<file path="config.mk">
export PLATFORM = sky130hd
export DESIGN_NAME = store_outstanding_ctrl
export DESIGN_NICKNAME = d
export VERILOG_FILES = /design/src/rtl/store_outstanding_ctrl.sv
export SDC_FILE = /design/constraint.sdc
export NUM_CORES = 1
export LEC_CHECK = 0
export ABC_AREA = 1
export CELL_PAD_IN_SITES_DETAIL_PLACEMENT = 1
export CELL_PAD_IN_SITES_GLOBAL_PLACEMENT = 2
export CORE_MARGIN = 3
export CORE_UTILIZATION = 19
export DETAILED_ROUTE_END_ITERATION = 16
export PLACE_DENSITY = 0.84
export SLEW_MARGIN = 20
export SYNTH_ARGS = -nofsm -noshare
export SYNTH_HDL_FRONTEND = slang
export SYNTH_SLANG_ARGS = --single-unit
</file>
<file path="constraint.sdc">
create_clock -name clk_i -period 2.6 [get_ports clk_i]
set_clock_uncertainty 0.15 [all_clocks]
set_input_delay 0.26 -clock clk_i [delete_from_list [all_inputs] [get_ports clk_i]]
set_output_delay 0.26 -clock clk_i [all_outputs]
set_load 0.1 [all_outputs]
</file>
<file path="src/rtl/store_outstanding_ctrl.sv">
// Store-issue throttle between the dcache write buffer and AXI AW/B: caps outstanding writes,
// drains on fence and captures bus errors. Optional per-ID tracking: STORE_OUTSTANDING_ID_CHECK_EN.
module store_outstanding_ctrl #(
  parameter int unsigned MaxOutstanding = 7,
  parameter int unsigned IdWidth        = 4,
  parameter int unsigned CntWidth       = $clog2(MaxOutstanding + 1)
) (
  input  logic                clk_i,
  input  logic                rst_ni,
  input  logic                st_valid_i,
  input  logic [IdWidth-1:0]  st_id_i,
  output logic                st_ready_o,
  output logic                aw_valid_o,
  input  logic                aw_ready_i,
  input  logic                b_valid_i,
  input  logic [IdWidth-1:0]  b_id_i,
  input  logic [1:0]          b_resp_i,
  output logic                b_ready_o,
  input  logic                fence_i,
  output logic                fence_done_o,
  output logic [CntWidth-1:0] outstanding_cnt_o,
  output logic                bus_err_o,
  output logic [IdWidth-1:0]  bus_err_id_o,
  input  logic                bus_err_clr_i,
  output logic                unexpected_b_o
);

  localparam logic [CntWidth-1:0] MaxCnt = CntWidth'(MaxOutstanding);

  typedef enum logic [1:0] {StRun, StDrain, StDone} state_e;

  state_e               state_q, state_d;
  logic [CntWidth-1:0]  cnt_q, cnt_d;
  logic                 bus_err_q, bus_err_d;
  logic [IdWidth-1:0]   bus_err_id_q, bus_err_id_d;
  logic                 full, run, issue, resp_ok, err_ev;
  logic                 unused_resp0;

  // Gating uses the registered count only, so a same-cycle B never unblocks issue.
  assign full       = (cnt_q == MaxCnt);
  assign run        = (state_q == StRun);
  assign aw_valid_o = st_valid_i & ~full & run;
  assign st_ready_o = aw_ready_i & ~full & run;
  assign issue      = aw_valid_o & aw_ready_i;
  assign b_ready_o  = 1'b1;
  assign err_ev     = b_valid_i & b_resp_i[1];

  assign unused_resp0 = b_resp_i[0];

`ifdef STORE_OUTSTANDING_ID_CHECK_EN
  localparam int unsigned NumIds = 2 ** IdWidth;

  logic [CntWidth-1:0] id_cnt_q [NumIds];
  logic                id_hit;
  logic                unexp_q;

  assign id_hit         = (id_cnt_q[b_id_i] != '0);
  assign resp_ok        = b_valid_i & id_hit;
  assign unexpected_b_o = unexp_q;

  always_ff @(posedge clk_i or negedge rst_ni) begin
    if (!rst_ni) begin
      for (int i = 0; i < NumIds; i++) id_cnt_q[i] <= '0;
      unexp_q <= 1'b0;
    end else begin
      for (int i = 0; i < NumIds; i++) begin
        if (issue && st_id_i == IdWidth'(i) && !(resp_ok && b_id_i == IdWidth'(i))) begin
          id_cnt_q[i] <= id_cnt_q[i] + CntWidth'(1);
        end else if (resp_ok && b_id_i == IdWidth'(i) && !(issue && st_id_i == IdWidth'(i))) begin
          id_cnt_q[i] <= id_cnt_q[i] - CntWidth'(1);
        end
      end
      unexp_q <= b_valid_i & ~id_hit;
    end
  end
`else
  logic unused_st_id;

  assign unused_st_id   = ^st_id_i;
  assign resp_ok        = b_valid_i;
  assign unexpected_b_o = 1'b0;
`endif

  always_comb begin
    cnt_d = cnt_q;
    if (issue && !resp_ok) begin
      cnt_d = cnt_q + CntWidth'(1);
    end else if (!issue && resp_ok && cnt_q != '0) begin
      cnt_d = cnt_q - CntWidth'(1);
    end
  end

  always_comb begin
    state_d = state_q;
    case (state_q)
      StRun: begin
        if (fence_i) state_d = (cnt_q == '0 && !issue) ? StDone : StDrain;
      end
      StDrain: begin
        if (cnt_q == '0) state_d = StDone;
      end
      StDone:  state_d = StRun;
      default: state_d = StRun;
    endcase
  end

  // A new error in the same cycle as a clear is captured rather than dropped.
  always_comb begin
    bus_err_d    = bus_err_q;
    bus_err_id_d = bus_err_id_q;
    if (err_ev && (!bus_err_q || bus_err_clr_i)) begin
      bus_err_d    = 1'b1;
      bus_err_id_d = b_id_i;
    end else if (bus_err_clr_i) begin
      bus_err_d    = 1'b0;
      bus_err_id_d = '0;
    end
  end

  always_ff @(posedge clk_i or negedge rst_ni) begin
    if (!rst_ni) begin
      state_q      <= StRun;
      cnt_q        <= '0;
      bus_err_q    <= 1'b0;
      bus_err_id_q <= '0;
    end else begin
      state_q      <= state_d;
      cnt_q        <= cnt_d;
      bus_err_q    <= bus_err_d;
      bus_err_id_q <= bus_err_id_d;
    end
  end

  assign fence_done_o      = (state_q == StDone);
  assign outstanding_cnt_o = cnt_q;
  assign bus_err_o         = bus_err_q;
  assign bus_err_id_o      = bus_err_id_q;

endmodule

</file>
==> impl_metrics.csv, run 1 <==
group,metric,value,unit
run_status,outcome,"complete, no violations",
clocking,cts.sinks,10,
grt,grt_pass1_wl,2304,µm
sta,rsz0062_at_grt,"no",
sta,worst_slack,631.3,ps
clocking,cts_htree_levels,1,
place,dpl.hpwl,1262,µm
power_and_ir_drop,ir_worst_vdd,366.7,µV
power_and_ir_drop,p_leak,0.4231,nW
sta,finalCriticalPeriod,1969,ps
clocking,cts_tree,"done",
synthesis,synth_seq_cells,10,
critical_path,crit_type,"reg2reg",
grt,grt_pass1_vias,525,
detailed_routing,vias,554,
place,gp_congestion,0.7897,
critical_path,cp-end-kind,"flop",
finish,n_antenna_cell,0,
sta,holdWs,169.5,ps
sta,max_freq,0.5079,GHz
place,io_buffers,22,
grt,grt_max_degree,11,
detailed_routing,drt-initial-drc-count,3,
synthesis,syn_area,568.0,µm²
power_and_ir_drop,powerDensity,1280,mW/mm²
run,max_cap_violations,0,
grt,track_usage,8.833,%
synthesis,ys_seq_area_share,44.05,%
sta,finalSetupTns,0,ps
hold_path,hold_path.class,"in2async",
critical_path,rr_startpoint,"outstanding_cnt_o[0]",
clocking,cts_hold_buf,0,
floorplan,die_w,60.68,µm
clocking,clk_latency,260,ps
synthesis,yosysUniqueCellTypes,16,
synthesis,yosysWarnings,0,
floorplan,core,0.002805,mm²
floorplan,num_io_pins,30,
finish,area_delta_synth_final,45.81,%
detailed_routing,wl,1473,µm
detailed_routing,drc_errors,0,
finish,seq_area,250.2,µm²
clocking,clock_path_buffers,2,
grt,grt_antenna_before_repair,0,
synthesis,netlist_instances,71,
detailed_routing,antenna_left,0,
clocking,path_clk_slew,60,ps
sta,report.final.setup_viol,0,
critical_path,rrSetupSlack,630,ps
sta,finalHoldViolCount,0,
clocking,cts_made_buffers,3,
clocking,cts_repair_resize_count,0,
detailed_routing,firstDrtPassIters,3,
clocking,clockRootBuffer,"clkbuf_4",
sta,slew_viol_final,0,
critical_path,critPathRequiredTime,2610,ps
synthesis,synthesis.nets,89,
critical_path,r2r.worst_path.cells,11,
finish,multi_input_area,262.8,µm²
floorplan,dieArea,0.003682,mm²
place,post-place-ws,443.6,ps
floorplan,die-height,60.68,µm
critical_path,crit_fanout,6,
critical_path,r2r_end,"outstanding_cnt_o[2]",
grt,grt_overflow,0,
floorplan,placementRows,19,
critical_path,cp-start-kind,"flop",
finish,final_nets,114,
finish,fillers,345,
floorplan,initial_core_util,20.25,%
clocking,post_cts_buffers,0,
detailed_routing,drt-wirelength-per-cell,11.78,µm
sta,min_period_over_period,75.72,%
critical_path,crit_arrival,1980,ps
finish,drive_gt1_share,23.40,%
detailed_routing,viasPerCell,4.432,
synthesis,synth_area_per_cell,8.001,µm²
how the worst max path moves through the flow:
stage / cells after the start / from / to / slack [ps]
2_1_floorplan: 11 / outstanding_cnt_o[1] / outstanding_cnt_o[2] / 210
3_3_place_gp: 11 / st_valid_i / outstanding_cnt_o[2] / 460
3_5_place_dp: 11 / st_valid_i / outstanding_cnt_o[2] / 440
4_1_cts: 11 / outstanding_cnt_o[0] / outstanding_cnt_o[2] / 610
5_1_grt: 11 / outstanding_cnt_o[0] / outstanding_cnt_o[2] / 480
6_report: 11 / outstanding_cnt_o[0] / outstanding_cnt_o[2] / 630
report_power, final:
part           internal (mW)  switching, mW
registers              0.200         0.0665
logic                  0.171          0.520
clock network         0.0533         0.0490
total                  0.425          0.636
cells in the mapped netlist:
library cell / number / area [µm²]
a31oi_1: 1 / 6.260
buf_4: 2 / 15.01
conb_1: 2 / 7.510
dfrtp_1: 10 / 250.2
fa_1: 1 / 20.02
inv_1: 13 / 48.80
nand2_1: 11 / 41.29
nand2_2: 2 / 12.51
nand2_4: 2 / 22.52
nand3_1: 12 / 60.06
nand4_1: 1 / 6.260
nor2_1: 4 / 15.01
nor2_4: 2 / 22.52
nor3_1: 1 / 5.000
o21ai_0: 6 / 30.03
o21ai_1: 1 / 5.000
sequential cells by signal, indices dropped and copies added, names as in the netlist:
register,flops
bus_err_id_o,4
bus_err_o,1
outstanding_cnt_o,3
state_q,2
final cells by class:
type | count | area share, %
Timing Repair Buffer | 22 | 24.77
Sequential cell | 10 | 30.21
Inverter | 13 | 5.891
Tap cell | 31 | 4.683
Multi-Input combinational cell | 46 | 31.72
Clock buffer | 3 | 2.719
layout by cell type, fill, tap and decap left out, drive strengths merged:
| cell type | n |
|---|---|
| a31oi | 1 |
| buf | 11 |
| clkbuf | 3 |
| clkdlybuf4s50 | 11 |
| conb | 2 |
| dfrtp | 10 |
| fa | 1 |
| inv | 13 |
| nand2 | 15 |
| nand3 | 12 |
| nand4 | 1 |
| nor2 | 6 |
| nor3 | 1 |
| o21ai | 7 |
per-stage QoR:
stage / cell area [µm²] / cells / util [%] / power (mW)
after global placement: 805.8 / 122 / 28.72 / 0.9552
after detailed placement: 805.8 / 122 / 28.72 / 0.9698
after floorplan: 576.8 / 71 / - / 0.7987
final: 828.3 / 125 / 29.53 / 1.060
after CTS: 828.3 / 125 / 29.53 / 1.074
after global routing: 828.3 / 125 / 29.53 / 1.128
cell families (layout without fill, tap and decap cells):
| logic type | count (synthesis) | count (layout) | share of synthesized area (%) |
|---|---|---|---|
| AOI/OAI and AO/OA | 8 | 8 | 7.269 |
| adders and majority gates | 1 | 1 | 3.524 |
| buffers and inverters | 15 | 38 | 11.23 |
| DFF | 10 | 10 | 44.05 |
| other | 2 | 2 | 1.322 |
| and+or+nand+nor | 35 | 35 | 32.60 |
critical path, stage by stage (launching register included):
cell and delay [ps]:
dfrtp_1 460, nand3_1 120, nand2_1 120, nor2_4 150, nand2_4 80, fa_1 360, inv_1 80, nand3_1 90
nand2_2 90, nand3_1 60, nand2_1 70, inv_1 30
layer usage:
layer | wire (µm) | global-route usage, %
met4 | 21 | 3.715
met3 | 64 | 3.830
met5 | 0 | 0
met2 | 825 | 15.57
met1 | 562 | 9.103
(Power assumes the default switching activity.)
==> inputs of run 2 (changes only) <==
CORE_UTILIZATION = 18   (was 19)
clock period = 1.7 ns   (was 2.6 ns; I/O delays follow)
==> run 2 against run 1 <==
- the flow now finishes with violations (negative setup slack)
- register-to-register slack worse by 750 ps
- sequential power up 50%
- power up 97%
- critical path depth up 1
- worst hold slack worse by 88 ps
- critical path type unchanged
==> impl_metrics.csv, run 2 (same netlist as run 1, synthesis figures left out) <==
group,metric,value,unit
sta,finalSetupTns,-153.0,ps
grt,grt_pass1_wl,2946,µm
floorplan,core,0.002877,mm²
finish,final_nets,126,
power_and_ir_drop,p_int,987.8,µW
run,max_cap_violations,0,
floorplan,die_w,62.18,µm
place,gp_congestion,0.7178,
detailed_routing,firstDrtPassIters,3,
clocking,clk_latency,260,ps
finish,area_delta_synth_final,96.26,%
run_status,violations,"negative setup slack",
power_and_ir_drop,swShare,52.81,%
grt,grt_antenna_before_repair,0,
grt,grt_overflow,0,
finish,drive_gt1_share,42.06,%
grt,grt_max_degree,11,
place,dpl.hpwl,1397,µm
floorplan,initial_core_util,19.75,%
finish,stdcell_count,149,
critical_path,cp-start-kind,"flop",
sta,slew_viol_final,0,
sta,min_period_over_period,107.2,%
critical_path,critPathRequiredTime,1760,ps
clocking,cts_htree_levels,1,
clocking,clock_path_buffers,2,
critical_path,crit_fanout,2,
floorplan,placementRows,19,
critical_path,crit_slowest_cell,"dfrtp_4",
sta,worst_slack,-121.9,ps
place,io_buffers,22,
critical_path,crit_arrival,1880,ps
clocking,clockRootBuffer,"clkbuf_4",
detailed_routing,wl,1742,µm
power_and_ir_drop,pwr-share-clk,8.2,%
place,post-place-ws,-238.1,ps
finish,largest_reg_flops,4,
critical_path,cp-end-kind,"flop",
power_and_ir_drop,powerDensity,1878,mW/mm²
sta,max_freq,0.5489,GHz
power_and_ir_drop,seq_power_share,19.1,%
detailed_routing,drt-wirelength-per-cell,11.69,µm
detailed_routing,vias,591,
finish,n_antenna_cell,0,
detailed_routing,viasPerCell,3.966,
detailed_routing,drt-initial-drc-count,6,
critical_path,cpPeakStageDelay,490,ps
place,dp_cells,144,
critical_path,path_cells,"nand3_4 -> nand2_4 -> nor2_4 -> nand2_4 -> fa_2 -> inv_2 -> nand3_2 -> nand2_2 -> nand2_1 -> nand2_1 -> nand2_1 -> inv_1",
critical_path,crit_type,"reg2reg",
power_and_ir_drop,ir_worst_vdd,506.4,µV
critical_path,path_common_cell,"nand2_1",
power_and_ir_drop,p_comb_share,72.7,%
floorplan,num_io_pins,30,
clocking,cts_tree,"done",
clocking,path_clk_slew,70,ps
sta,rsz0062_at_grt,"yes",
sta,finalHoldViolCount,0,
clocking,cts_hold_buf,0,
grt,track_usage,9.591,%
sta,report.final.setup_viol,3,
power_and_ir_drop,p_leak,0.5205,nW
detailed_routing,drc_errors,0,
floorplan,die-height,62.18,µm
power_and_ir_drop,p_sw,1.106,mW
run_status,outcome,"finished with violations",
detailed_routing,antenna_left,0,
clocking,cts_made_buffers,3,
grt,grt_pass1_vias,668,
finish,layout_common_cells,"inv_1 (12), buf_4 (12), clkdlybuf4s50_1 (11), buf_12 (11)",
floorplan,dieArea,0.003866,mm²
finish,fillers,333,
hold_path,hold_path.class,"in2async",
sta,finalCriticalPeriod,1822,ps
finish,final_util,38.76,%
clocking,cts.sinks,10,
## run 2: power by group through the flow
| stage | Clock [mW] | Sequential, mW | Combinational [mW] |
|---|---|---|---|
| 2_1_floorplan | 0 | 0.761 | 0.512 |
| 3_5_place_dp | 0 | 0.393 | 1.47 |
| 3_3_place_gp | 0 | 0.388 | 1.44 |
| 6_report | 0.173 | 0.400 | 1.52 |
| 5_1_grt | 0.199 | 0.409 | 1.63 |
| 4_1_cts | 0.181 | 0.390 | 1.48 |
## run 2: worst paths after layout
check                                startpoint              endpoint  slack [ps]  cells after the start
setup reg to reg           outstanding_cnt_o[1]  outstanding_cnt_o[2]        -120                     12
min in group clk_i                    b_id_i[2]       bus_err_id_o[2]         320                      3
max in group asynchronous                rst_ni  outstanding_cnt_o[1]         950                      1
setup / recovery           outstanding_cnt_o[1]  outstanding_cnt_o[2]        -120                     12
hold reg to reg                       bus_err_o             bus_err_o         440                      2
hold / removal                           rst_ni       bus_err_id_o[3]          80                      1
## run 2: timing repair
action                     in CTS  in global routing
setup buffers                   0                  1
resized for setup               1                  5
setup endpoints to repair       4                  4
pin swaps                       1                  4
## run 2: routing by layer
metal | global-route usage [%] | share of wire, % | wire [µm] | vias up
met2 | 15.73 | 51 | 892 | 21
met3 | 4.324 | 8.7 | 151 | 4
met4 | 4.972 | 1.4 | 25 | 0
met1 | 10.39 | 39 | 672 | 276
met5 | 0 | 0 | 0 | -
li1 | - | - | - | 290
## run 2: cell type report
type | count | area, µm² | area share, %
inverters | 13 | 48.80 | 4.377
clock buffers | 4 | 26.28 | 2.357
repair buffers | 34 | 420.4 | 37.71
multi-input cells | 46 | 305.3 | 27.38
flip-flops and latches | 10 | 261.5 | 23.46
well taps | 42 | 52.55 | 4.714
## run 2: stage by stage
stage                     power (mW)  cell area (µm²)  hold WS, ps
final                          2.093             1115        81.27
after detailed placement       1.861             1051        390.5
after global placement         1.827             1051        367.4
after CTS                      2.055             1082        92.18
after global routing           2.234             1115        103.8
after floorplan                1.273            600.6       -275.6
## run 2: critical path, delay by kind of cell (launching register included)
kind	cells	cell delay, ps
simple gates	9	670
flops	1	490
buf+inv	2	110
fa+ha+maj	1	330
==> inputs of run 3 (changes only) <==
GPL_TIMING_DRIVEN = 1   (was default)
==> results of run 3 <==
Final layout, timing and power as in run 2 (identical DEF).
